File: src/rtl/usb_pkg.sv
// ============================================================================
// usb_pkg : shared USB packet lengths, CRC16 LFSR step and rx state encoding
// Rev 1.0
// ============================================================================
`default_nettype none

package usb_pkg;

  localparam int PID_LEN = 8;
  localparam int PKT_LEN = 72;
  localparam int CRC_LEN = 16;

  localparam logic [15:0] CRC16_PRESET = 16'hFFFF;
  // Feedback lands in x0 (via the shift), x2 and x15: x^16 + x^15 + x^2 + 1
  localparam logic [15:0] CRC16_TAPS   = 16'h8004;

  typedef enum logic [2:0] {
    IDLE     = 3'd0,
    RX_PID   = 3'd1,
    RX_DATA  = 3'd2,
    RX_CRC   = 3'd3,
    WAIT_EOP = 3'd4,
    ERR_WAIT = 3'd5
  } rx_state_e;

  function automatic logic [15:0] crc16_step(input logic [15:0] crc, input logic b);
    logic fb;
    fb = b ^ crc[15];
    return {crc[14:0], fb} ^ (fb ? CRC16_TAPS : 16'h0000);
  endfunction

endpackage

`default_nettype wire

File: src/rtl/crc16_rx_fsm.sv
// ============================================================================
// crc16_rx_fsm : packet-phase state register and verdict decode for the
//                CRC16 receive checker. Rev 1.0
// ============================================================================
`default_nettype none

module crc16_rx_fsm
  import usb_pkg::*;
(
  input  logic clock,
  input  logic reset_n,
  input  logic pkt_start,
  input  logic bit_valid,
  input  logic eop,
  input  logic pid_last,
  input  logic data_last,
  input  logic crc_last,
  input  logic mismatch,
  output logic in_pid,
  output logic in_data,
  output logic in_crc,
  output logic pkt_done,
  output logic crc_ok,
  output logic len_err
);

  rx_state_e state_q, state_d;
  logic      pkt_done_q, pkt_done_d;
  logic      crc_ok_q, crc_ok_d;
  logic      len_err_q, len_err_d;

  always_comb begin
    state_d    = state_q;
    pkt_done_d = 1'b0;
    crc_ok_d   = crc_ok_q;
    len_err_d  = len_err_q;

    // A start pulse wins over everything, including a coincident eop.
    if (pkt_start) begin
      state_d   = RX_PID;
      crc_ok_d  = 1'b0;
      len_err_d = 1'b0;
    end else begin
      case (state_q)
        IDLE: state_d = IDLE;
        RX_PID: begin
          if (eop) begin
            state_d    = IDLE;
            pkt_done_d = 1'b1;
            crc_ok_d   = 1'b0;
            len_err_d  = 1'b1;
          end else if (bit_valid && pid_last) begin
            state_d = RX_DATA;
          end
        end
        RX_DATA: begin
          if (eop) begin
            state_d    = IDLE;
            pkt_done_d = 1'b1;
            crc_ok_d   = 1'b0;
            len_err_d  = 1'b1;
          end else if (bit_valid && data_last) begin
            state_d = RX_CRC;
          end
        end
        RX_CRC: begin
          // The bit in this cycle is counted before eop is judged.
          if (eop) begin
            state_d    = IDLE;
            pkt_done_d = 1'b1;
            if (bit_valid && crc_last) begin
              crc_ok_d  = ~mismatch;
              len_err_d = 1'b0;
            end else begin
              crc_ok_d  = 1'b0;
              len_err_d = 1'b1;
            end
          end else if (bit_valid && crc_last) begin
            state_d = WAIT_EOP;
          end
        end
        WAIT_EOP: begin
          if (bit_valid) begin
            if (eop) begin
              state_d    = IDLE;
              pkt_done_d = 1'b1;
              crc_ok_d   = 1'b0;
              len_err_d  = 1'b1;
            end else begin
              state_d = ERR_WAIT;
            end
          end else if (eop) begin
            state_d    = IDLE;
            pkt_done_d = 1'b1;
            crc_ok_d   = ~mismatch;
            len_err_d  = 1'b0;
          end
        end
        ERR_WAIT: begin
          if (eop) begin
            state_d    = IDLE;
            pkt_done_d = 1'b1;
            crc_ok_d   = 1'b0;
            len_err_d  = 1'b1;
          end
        end
        default: state_d = IDLE;
      endcase
    end
  end

  always_ff @(posedge clock or negedge reset_n) begin
    if (!reset_n) begin
      state_q    <= IDLE;
      pkt_done_q <= 1'b0;
      crc_ok_q   <= 1'b0;
      len_err_q  <= 1'b0;
    end else begin
      state_q    <= state_d;
      pkt_done_q <= pkt_done_d;
      crc_ok_q   <= crc_ok_d;
      len_err_q  <= len_err_d;
    end
  end

  assign in_pid   = (state_q == RX_PID);
  assign in_data  = (state_q == RX_DATA);
  assign in_crc   = (state_q == RX_CRC);
  assign pkt_done = pkt_done_q;
  assign crc_ok   = crc_ok_q;
  assign len_err  = len_err_q;

endmodule

`default_nettype wire

File: src/rtl/crc16_rx_check.sv
// ============================================================================
// crc16_rx_check : USB DATA packet deserializer and CRC16 receive checker
// Rev 1.0
// ============================================================================
`default_nettype none

module crc16_rx_check
  import usb_pkg::*;
(
  input  logic               clock,
  input  logic               reset_n,
  input  logic               pkt_start,
  input  logic               bit_in,
  input  logic               bit_valid,
  input  logic               eop,
  output logic [PKT_LEN-1:0] pkt_out,
  output logic               pkt_done,
  output logic               crc_ok,
  output logic               len_err
);

  logic [PKT_LEN-1:0] pkt_out_q, pkt_out_d;
  logic [6:0]         bit_cnt_q, bit_cnt_d;
  logic [4:0]         crc_cnt_q, crc_cnt_d;
  logic [15:0]        lfsr_q, lfsr_d;
  logic               mismatch_q, mismatch_d;

  logic               in_pid, in_data, in_crc;
  logic               pid_last, data_last, crc_last;
  logic [3:0]         crc_idx;

  assign pid_last  = (bit_cnt_q == 7'(PID_LEN - 1));
  assign data_last = (bit_cnt_q == 7'(PKT_LEN - 1));
  assign crc_last  = (crc_cnt_q == 5'(CRC_LEN - 1));
  // CRC field goes out complemented, MSB of the register first.
  assign crc_idx   = 4'd15 - crc_cnt_q[3:0];

  always_comb begin
    pkt_out_d  = pkt_out_q;
    bit_cnt_d  = bit_cnt_q;
    crc_cnt_d  = crc_cnt_q;
    lfsr_d     = lfsr_q;
    mismatch_d = mismatch_q;

    if (pkt_start) begin
      pkt_out_d  = '0;
      bit_cnt_d  = '0;
      crc_cnt_d  = '0;
      lfsr_d     = CRC16_PRESET;
      mismatch_d = 1'b0;
    end else if (bit_valid) begin
      if (in_pid || in_data) begin
        pkt_out_d = {bit_in, pkt_out_q[PKT_LEN-1:1]};
        bit_cnt_d = bit_cnt_q + 7'd1;
      end
      if (in_data) begin
        lfsr_d = crc16_step(lfsr_q, bit_in);
      end
      if (in_crc) begin
        crc_cnt_d = crc_cnt_q + 5'd1;
        if (bit_in != ~lfsr_q[crc_idx]) begin
          mismatch_d = 1'b1;
        end
      end
    end
  end

  always_ff @(posedge clock or negedge reset_n) begin
    if (!reset_n) begin
      pkt_out_q  <= '0;
      bit_cnt_q  <= '0;
      crc_cnt_q  <= '0;
      lfsr_q     <= CRC16_PRESET;
      mismatch_q <= 1'b0;
    end else begin
      pkt_out_q  <= pkt_out_d;
      bit_cnt_q  <= bit_cnt_d;
      crc_cnt_q  <= crc_cnt_d;
      lfsr_q     <= lfsr_d;
      mismatch_q <= mismatch_d;
    end
  end

  crc16_rx_fsm u_fsm (
    .clock     (clock),
    .reset_n   (reset_n),
    .pkt_start (pkt_start),
    .bit_valid (bit_valid),
    .eop       (eop),
    .pid_last  (pid_last),
    .data_last (data_last),
    .crc_last  (crc_last),
    .mismatch  (mismatch_d),
    .in_pid    (in_pid),
    .in_data   (in_data),
    .in_crc    (in_crc),
    .pkt_done  (pkt_done),
    .crc_ok    (crc_ok),
    .len_err   (len_err)
  );

  assign pkt_out = pkt_out_q;

endmodule

`default_nettype wire

File: config.mk
export PLATFORM = sky130hd
export DESIGN_NAME = crc16_rx_check
export DESIGN_NICKNAME = d
export VERILOG_FILES = /design/src/rtl/usb_pkg.sv /design/src/rtl/crc16_rx_fsm.sv /design/src/rtl/crc16_rx_check.sv
export SDC_FILE = /design/constraint.sdc
export NUM_CORES = 1
export LEC_CHECK = 0
export CAP_MARGIN = 20
export CORE_UTILIZATION = 53
export CTS_BUF_LIST = sky130_fd_sc_hd__clkbuf_8 sky130_fd_sc_hd__clkbuf_16
export DETAILED_ROUTE_END_ITERATION = 6
export GPL_TIMING_DRIVEN = 0
export PLACE_DENSITY_LB_ADDON = 0.3
export SLEW_MARGIN = 20
export SYNTH_ARGS = -nofsm -noshare
export SYNTH_HDL_FRONTEND = slang
export SYNTH_SLANG_ARGS = --single-unit
File: constraint.sdc
create_clock -name clock -period 2.3 [get_ports clock]
set_input_delay 0.23 -clock clock [delete_from_list [all_inputs] [get_ports clock]]
set_output_delay 0.23 -clock clock [all_outputs]
set_load 0.02 [all_outputs]
==> metrics.log, run 1 <==
INFO  metric status = complete, no violations
INFO  metric n_antenna_cell = 0
INFO  metric synthTopCellsByArea = sky130_fd_sc_hd__dfrtp_1 (48%), sky130_fd_sc_hd__nand2_1 (15%), sky130_fd_sc_hd__dfstp_2 (8.9%)
INFO  metric cp_data_required_time = around 2.6 ns
INFO  metric vias = roughly 3800
INFO  metric fraction_of_layout_instances_using_a_drive_strength_above_1 = about 7.8%
INFO  metric layout_worst_path_cycle_share = 88.91%
INFO  metric setup_viol_count_final = 0
INFO  metric net-switching-power = 0.8023 mW
INFO  metric pwr-share-comb = 6.3%
INFO  metric antenna_left = 0
INFO  metric cpPeakStageDelay = 0.35 ns
INFO  metric netlist_instances = 518
INFO  metric ios = 81
INFO  metric core_area = slightly below 9000 µm²
INFO  metric wl = roughly 10000 µm
INFO  metric clock_latency_late_sink = around 0.37 ns
INFO  metric synthFlopType = sky130_fd_sc_hd__dfrtp_1
INFO  metric synth_enable_flop_cells = 0
INFO  metric power_density = between 500 and 600 nW/µm²
INFO  metric highest_ir_drop_seen_on_vdd = between 0.0003 and 0.0004 V
INFO  metric drt_pre_antenna_iters = 4
INFO  metric syn-num-nets = about 530
INFO  metric gp_congestion = between 0.7 and 0.8
INFO  metric max_slew_headroom_at_the_worst_pin = between 60% and 70%
INFO  metric area_share_of_the_largest_cell_type_after_synthesis = approximately half
INFO  metric commonest_non_fill_non_tap_cell_in_the_layout = sky130_fd_sc_hd__nand2_1
INFO  metric remaining_drc_errors = 0
INFO  metric finalHoldViolations = 0
INFO  metric post-route-util = 67.63%
INFO  metric clkPwrFrac = 35.8%
INFO  metric fin_worst_skew = around 0.010 ns
INFO  metric initial_core_util = a little over half
INFO  metric grt_use_total = between 20% and 30%
INFO  metric layout.cells.most_common_list = sky130_fd_sc_hd__nand2_1 (185), sky130_fd_sc_hd__dfrtp_1 (91), sky130_fd_sc_hd__a21oi_1 (77)
INFO  metric first_iter_violations = roughly 180
INFO  metric peak_clock_frequency_supported_by_timing = about 0.49 GHz
INFO  metric cts.path.max_buffers = 2
INFO  metric worstMarginPinSlew = 0.5645 ns
INFO  metric cts_inserted_buffers = 9
INFO  metric power = around 3.3 mW
INFO  metric vias_per_cell = 5.342
INFO  metric cp.buffers_inverters = 4
INFO  metric buffers_inserted_during_post_cts_setup_optimization = 0
INFO  metric crit_slowest_cell = sky130_fd_sc_hd__dfrtp_1
INFO  metric place.detailed.hpwl = between 7000 and 8000 µm
INFO  metric cp_common_cell = sky130_fd_sc_hd__clkbuf_1
INFO  metric grt_pass1_vias = 3618
INFO  metric instances_no_fill = 720
INFO  metric avgSynthCellArea = between 9 and 10 µm²
INFO  metric critPathCaptureType = flip-flop
INFO  metric category_of_the_critical_setup_timing_path = flip-flop to flip-flop
INFO  metric syn2layout_area_growth = 24.03%
INFO  metric total_number_of_clock_tree_sinks = between 100 and 150
INFO  metric critical_path_cell_by_cell = clkbuf_1 > xor2_1 > and2_1 > clkbuf_1 > buf_4 > buf_2 > nand2_1 > a21oi_1
INFO  metric path_delay_family = buffers and inverters
INFO  metric final.setup.tns = 0 ns
INFO  metric worstHoldPathType = input pin to flip-flop
INFO  metric cp.arrival = 2.34 ns
INFO  metric dp_area = ~5700 µm²
INFO  metric max-cap-violations = 0
INFO  metric buffer_ports.inserted = 76
INFO  metric report.final.slew_viol_count = 0
INFO  metric synth_area = approximately 4700 µm²
INFO  metric floorplan.rows = 34
INFO  metric cts_max_level = 3
INFO  metric synth_async_reset_ratio = 100.0%
INFO  metric worstPathMaxFanout = 10
INFO  metric pwr-share-seq = 57.9%
INFO  metric intPower = around 2.5 mW
INFO  metric synth.largest_area_cell = sky130_fd_sc_hd__dfrtp_1
INFO  metric dpl.cell_count = roughly 700
INFO  metric final_routed_wire_length_divided_by_cell_count = between 10 and 15 µm
INFO  metric tritoncts = done
INFO  metric total_leakage_power = 2.401 nW
INFO  metric postLayoutCellArea = between 5000 and 6000 µm²
INFO  metric synthesis.yosys.warnings = 0
INFO  metric timing.final.crit_period = about 2 ns
INFO  metric final_nets = around 620
INFO  metric grt_pass1_wl = 16970 µm
INFO  metric synth_cell_types = between 40 and 50
INFO  metric grt_max_degree = 63
INFO  metric die-area = 9310 µm²
INFO  metric sw_frac_of_total = between 20% and 30%
INFO  metric yosysSeqAreaShare = 57.01%
INFO  metric die_x = 96.49 µm
INFO  metric ys_seq_elements = roughly 110
INFO  metric clock-root-buffer = sky130_fd_sc_hd__clkbuf_8
INFO  metric number_of_antenna_violations_at_the_first_check_in_global_routing = 0
INFO  metric die_height = between 90 and 100 µm
INFO  metric grt_setup_unrepaired = no
INFO  metric clkTransAtPathRegs = roughly 0.10 ns
INFO  metric startpoint_type_of_the_worst_setup_path = flip-flop
INFO  metric global_route.overflow_total = 0
[path summary, 6_finish.rpt]
kind | start | endpoint | slack, ns | cells after the start
max in group asynchronous | reset_n | pkt_out[15] | 1.33 | 3
setup / recovery | u_fsm.state_q[1] | pkt_out[25] | 0.26 | 8
setup reg to reg | u_fsm.state_q[1] | pkt_out[25] | 0.26 | 8
hold reg to reg | lfsr_q[12] | lfsr_q[12] | 0.50 | 2
min in group asynchronous | reset_n | u_fsm.crc_ok | 0.35 | 2
hold / removal | bit_in | pkt_out[71] | 0.23 | 3
[routing by layer]
| layer | routed length (µm) | vias to the layer above | GRT usage (%) |
|---|---|---|---|
| met5 | 0 | - | 0 |
| met4 | 210 | 0 | 9.681 |
| met3 | 467 | 14 | 4.225 |
| met2 | 4993 | 86 | 37.62 |
| met1 | 4683 | 1864 | 32.49 |
| li1 | - | 1882 | - |
[logic make-up after synthesis]
group / count (synthesis) / synth area share, %
AOI/OAI and AO/OA: 93 / 10.74
xor gates and xnor gates: 15 / 2.776
adders and majority gates: 3 / 0.7933
buffers and inverters: 42 / 3.781
DFF: 107 / 57.01
muxes: 14 / 3.517
and+or+nand+nor: 244 / 21.39
[layout make-up]
class / instances / area [µm²]
Buffer: 39 / 167.7
Sequential cell: 107 / 2698
Multi-Input combinational cell: 369 / 1856
Clock buffer: 10 / 137.6
Clock inverter: 6 / 65.06
Tap cell: 108 / 135.1
Fill cell: 701 / 2809
Timing Repair Buffer: 78 / 799.5
Inverter: 3 / 11.26
[worst reg2reg max path, cell delays in order (launching register included)]
cell and delay [ns]:
sky130_fd_sc_hd__dfrtp_1 0.35, sky130_fd_sc_hd__clkbuf_1 0.34, sky130_fd_sc_hd__xor2_1 0.26, sky130_fd_sc_hd__and2_1 0.16, sky130_fd_sc_hd__clkbuf_1 0.19, sky130_fd_sc_hd__buf_4 0.22, sky130_fd_sc_hd__buf_2 0.24, sky130_fd_sc_hd__nand2_1 0.08
sky130_fd_sc_hd__a21oi_1 0.14
[flip-flops by register name, indices dropped and copies added, names as in the netlist]
name	flops
lfsr_q	16
pkt_out	72
u_fsm.len_err	1
mismatch_q	1
u_fsm.crc_ok	1
u_fsm.state_q	3
crc_cnt_q	5
bit_cnt_q	7
u_fsm.pkt_done	1
[per-stage QoR]
stage	hold slack, ns	worst slack, ns
after floorplan	-0.06559	0.4893
after global placement	0.4816	-2.953
after detailed placement	0.1899	0.2986
after CTS	0.2214	0.2579
after global routing	0.2557	0.05129
final	0.2322	0.2551
[repair_timing]
item,in CTS,in global routing
hold buffers,1,0
endpoints found under the setup margin,0,0
resized for setup,0,0
endpoints found under the hold margin,29,0
[cells in the mapped netlist (2+ instances only)]
master and count:
sky130_fd_sc_hd__nand2_1 185, sky130_fd_sc_hd__dfrtp_1 91, sky130_fd_sc_hd__a21oi_1 77, sky130_fd_sc_hd__clkbuf_1 28, sky130_fd_sc_hd__nand3_1 19, sky130_fd_sc_hd__dfstp_2 16, sky130_fd_sc_hd__nor2_1 14, sky130_fd_sc_hd__mux2i_1 11
sky130_fd_sc_hd__xor2_1 9, sky130_fd_sc_hd__buf_2 8, sky130_fd_sc_hd__o21ai_0 6, sky130_fd_sc_hd__xnor2_1 6, sky130_fd_sc_hd__nor3_1 5, sky130_fd_sc_hd__and3_1 4, sky130_fd_sc_hd__nand4_1 4, sky130_fd_sc_hd__ha_1 3
sky130_fd_sc_hd__nor2b_1 3, sky130_fd_sc_hd__a211oi_1 2, sky130_fd_sc_hd__inv_1 2, sky130_fd_sc_hd__mux4_2 2, sky130_fd_sc_hd__nor4b_1 2, sky130_fd_sc_hd__or3_1 2
[power groups by stage]
stage	clock (mW)	sequential, mW	combinational, mW
after floorplan	0	1.94	0.110
after global placement	0	1.93	0.197
after detailed placement	0	1.93	0.207
after CTS	1.20	1.90	0.209
after global routing	1.26	1.90	0.232
final	1.17	1.90	0.206
(Power assumes the default switching activity.)
==> inputs of run 2 (changes only) <==
--- a/config.mk
+++ b/config.mk
@@ -11,7 +11,7 @@
 export DETAILED_ROUTE_END_ITERATION = 6
 export GPL_TIMING_DRIVEN = 0
 export PLACE_DENSITY_LB_ADDON = 0.3
-export SLEW_MARGIN = 20
+export SLEW_MARGIN = 30
 export SYNTH_ARGS = -nofsm -noshare
 export SYNTH_HDL_FRONTEND = slang
 export SYNTH_SLANG_ARGS = --single-unit
==> results of run 2 <==
Final layout, timing and power as in run 1 (identical DEF).
==> inputs of run 3 (changes only) <==
--- a/config.mk
+++ b/config.mk
@@ -6,9 +6,11 @@
 export NUM_CORES = 1
 export LEC_CHECK = 0
 export CAP_MARGIN = 20
-export CORE_UTILIZATION = 53
+export CORE_MARGIN = 2
+export CORE_UTILIZATION = 60
 export CTS_BUF_LIST = sky130_fd_sc_hd__clkbuf_8 sky130_fd_sc_hd__clkbuf_16
 export DETAILED_ROUTE_END_ITERATION = 6
+export DONT_BUFFER_PORTS = 1
 export GPL_TIMING_DRIVEN = 0
 export PLACE_DENSITY_LB_ADDON = 0.3
 export SLEW_MARGIN = 30
==> run 3 against run 2 <==
Compared with the run above: the run now ends with negative hold slack left; worst hold slack worse by 0.71 ns; total power is 3.8% lower; worst setup slack better by 0.010 ns; wire length decreased by 5.6%; critical path depth unchanged; final cell count down 12%; utilization decreased by 2.0 points; first-iteration DRC count fell by 17%; global-route usage shrank 0.12 points; highest routed layer unchanged.
==> metrics.log, run 3 (synthesis gave the netlist of run 1 again) <==
INFO  metric status = finished with violations
INFO  metric violations = negative hold slack
INFO  metric timing.final.crit_period = slightly above 2 ns
INFO  metric clock_latency_late_sink = around 0.4 ns
INFO  metric vias = about 3500
INFO  metric worstPathMaxFanout = 10
INFO  metric drt_pre_antenna_iters = 4
INFO  metric cp.arrival = around 2.3 ns
INFO  metric worstHoldPathType = input pin to async pin
INFO  metric total_number_of_clock_tree_sinks = roughly 110
INFO  metric floorplan.rows = 32
INFO  metric buffer_ports.inserted = 0
INFO  metric tritoncts = done
INFO  metric total_leakage_power = 2.116 nW
INFO  metric initial_core_util = around three fifths
INFO  metric critPathCaptureType = flip-flop
INFO  metric cts_max_level = 3
INFO  metric seqCellArea = between 2000 and 3000 µm²
INFO  metric multiInputGateArea = approximately 1900 µm²
INFO  metric max_slew_headroom_at_the_worst_pin = roughly 62%
INFO  metric clock-root-buffer = sky130_fd_sc_hd__clkbuf_8
INFO  metric setup_viol_count_final = 0
INFO  metric peak_clock_frequency_supported_by_timing = between 0.4 and 0.5 GHz
INFO  metric fin_worst_skew = between 0.01 and 0.015 ns
INFO  metric die_height = ~93 µm
INFO  metric final_routed_wire_length_divided_by_cell_count = between 15 and 20 µm
INFO  metric final_nets = 538
INFO  metric grt_pass1_vias = approximately 3300
INFO  metric cts.path.max_buffers = 2
INFO  metric layout_worst_path_cycle_share = between 80% and 90%
INFO  metric core_area = 7687 µm²
INFO  metric cts_resized = 0
INFO  metric wl = between 9000 and 10000 µm
INFO  metric grt_use_total = around a quarter
INFO  metric grt_setup_unrepaired = no
INFO  metric die_x = between 90 and 100 µm
INFO  metric num-fill-cells = approximately 620
INFO  metric category_of_the_critical_setup_timing_path = flip-flop to flip-flop
INFO  metric whs = -0.4757 ns
INFO  metric grt_pass1_wl = approximately 16000 µm
INFO  metric clkTransAtPathRegs = around 0.11 ns
INFO  metric final.setup.tns = 0 ns
INFO  metric startpoint_type_of_the_worst_setup_path = flip-flop
INFO  metric largest_register_ffs = between 70 and 80
INFO  metric cp_data_required_time = ~2.6 ns
INFO  metric syn2layout_area_growth = 6.584%
INFO  metric first_iter_violations = ~150
INFO  metric die-area = ~8600 µm²
INFO  metric place.detailed.hpwl = 6649 µm
INFO  metric max-cap-violations = 0
INFO  metric buffers_inserted_during_post_cts_setup_optimization = 0
INFO  metric cts_inserted_buffers = 9
INFO  metric number_of_antenna_violations_at_the_first_check_in_global_routing = 0
INFO  metric finalHoldViolations = about 110
INFO  metric antenna_left = 0
INFO  metric report.final.slew_viol_count = 0
INFO  metric instances_no_fill = about 640
INFO  metric gp_congestion = 0.7969
INFO  metric ios = a little over 80
INFO  metric fraction_of_layout_instances_using_a_drive_strength_above_1 = 8.801%
INFO  metric global_route.overflow_total = 0
INFO  metric n_antenna_cell = 0
INFO  metric grt_max_degree = 108
INFO  metric worstMarginPinSlew = 0.5668 ns
INFO  metric power_density = between 600 and 700 nW/µm²
INFO  metric dpl.cell_count = a little over 600
INFO  metric highest_ir_drop_seen_on_vdd = between 0.0004 and 0.0005 V
INFO  metric layout.cells.most_common_list = sky130_fd_sc_hd__nand2_1 (185), sky130_fd_sc_hd__dfrtp_1 (91), sky130_fd_sc_hd__a21oi_1 (77)
INFO  metric vias_per_cell = about 5.6
INFO  metric commonest_non_fill_non_tap_cell_in_the_layout = sky130_fd_sc_hd__nand2_1
INFO  metric remaining_drc_errors = 0
[run 3: cell types whose count changed in the layout (fill, tap and decap cells not counted), sizes merged]
cell	before	now
buf	13	11
bufinv	1	0
clkbuf	38	37
clkdlybuf4s50	75	0
clkinv	1	4
clkinvlp	3	2
dlygate4sd3	1	0
[run 3: power by group]
group / internal, mW / total, mW / switching (mW)
Clock: 0.411 / 1.10 / 0.687
Sequential: 1.89 / 1.90 / 0.0139
Combinational: 0.0352 / 0.150 / 0.114
[run 3: worst paths after layout]
kind / from / end / slack, ns / depth (start not counted)
worst max register to register: u_fsm.state_q[1] / pkt_out[18] / 0.27 / 8
min in group clock: bit_in / pkt_out[71] / 0.21 / 3
worst max-delay path: u_fsm.state_q[1] / pkt_out[18] / 0.27 / 8
max in group asynchronous: reset_n / lfsr_q[2] / 2.53 / 0
worst min register to register: lfsr_q[13] / lfsr_q[14] / 0.50 / 2
worst min-delay path: reset_n / pkt_out[45] / -0.48 / 0
[run 3: final cells by class]
type                    count  area share (%)
plain buffers              39           3.324
clock buffers               9           2.456
clock inverters             7           1.191
inverters                   3          0.2233
multi-input cells         369           36.79
flip-flops and latches    107           53.49
well taps                 102           2.530
[run 3: metal layers]
layer | vias to the layer above | global-route usage [%] | share of wire, %
li1 | 1728 | - | -
met5 | - | 0 | 0
met2 | 96 | 36.41 | 48
met1 | 1701 | 31.75 | 44
met3 | 19 | 8.055 | 7.2
met4 | 0 | 7.721 | 1.3
[run 3: worst max-delay path: stages (launching register included)]
cell,delay [ns]
sky130_fd_sc_hd__dfrtp_1,0.34
sky130_fd_sc_hd__clkbuf_1,0.32
sky130_fd_sc_hd__xor2_1,0.26
sky130_fd_sc_hd__and2_1,0.16
sky130_fd_sc_hd__clkbuf_1,0.20
sky130_fd_sc_hd__buf_4,0.22
sky130_fd_sc_hd__buf_2,0.22
sky130_fd_sc_hd__nand2_1,0.08
sky130_fd_sc_hd__a21oi_1,0.15
[run 3: stage by stage]
step / util, % / worst slack (ns) / cell area (µm²) / total power [mW] / hold WS, ns
floorplan: - / 0.4893 / 4732 / 2.047 / -0.06559
global placement: 63.22 / 0.3488 / 4860 / 2.082 / -0.06159
detailed placement: 63.22 / 0.2420 / 4860 / 2.088 / -0.06252
CTS: 65.61 / 0.2328 / 5044 / 3.170 / -0.4870
global route: 65.61 / 0.01279 / 5044 / 3.246 / -0.4930
finish: 65.61 / 0.2651 / 5044 / 3.151 / -0.4757
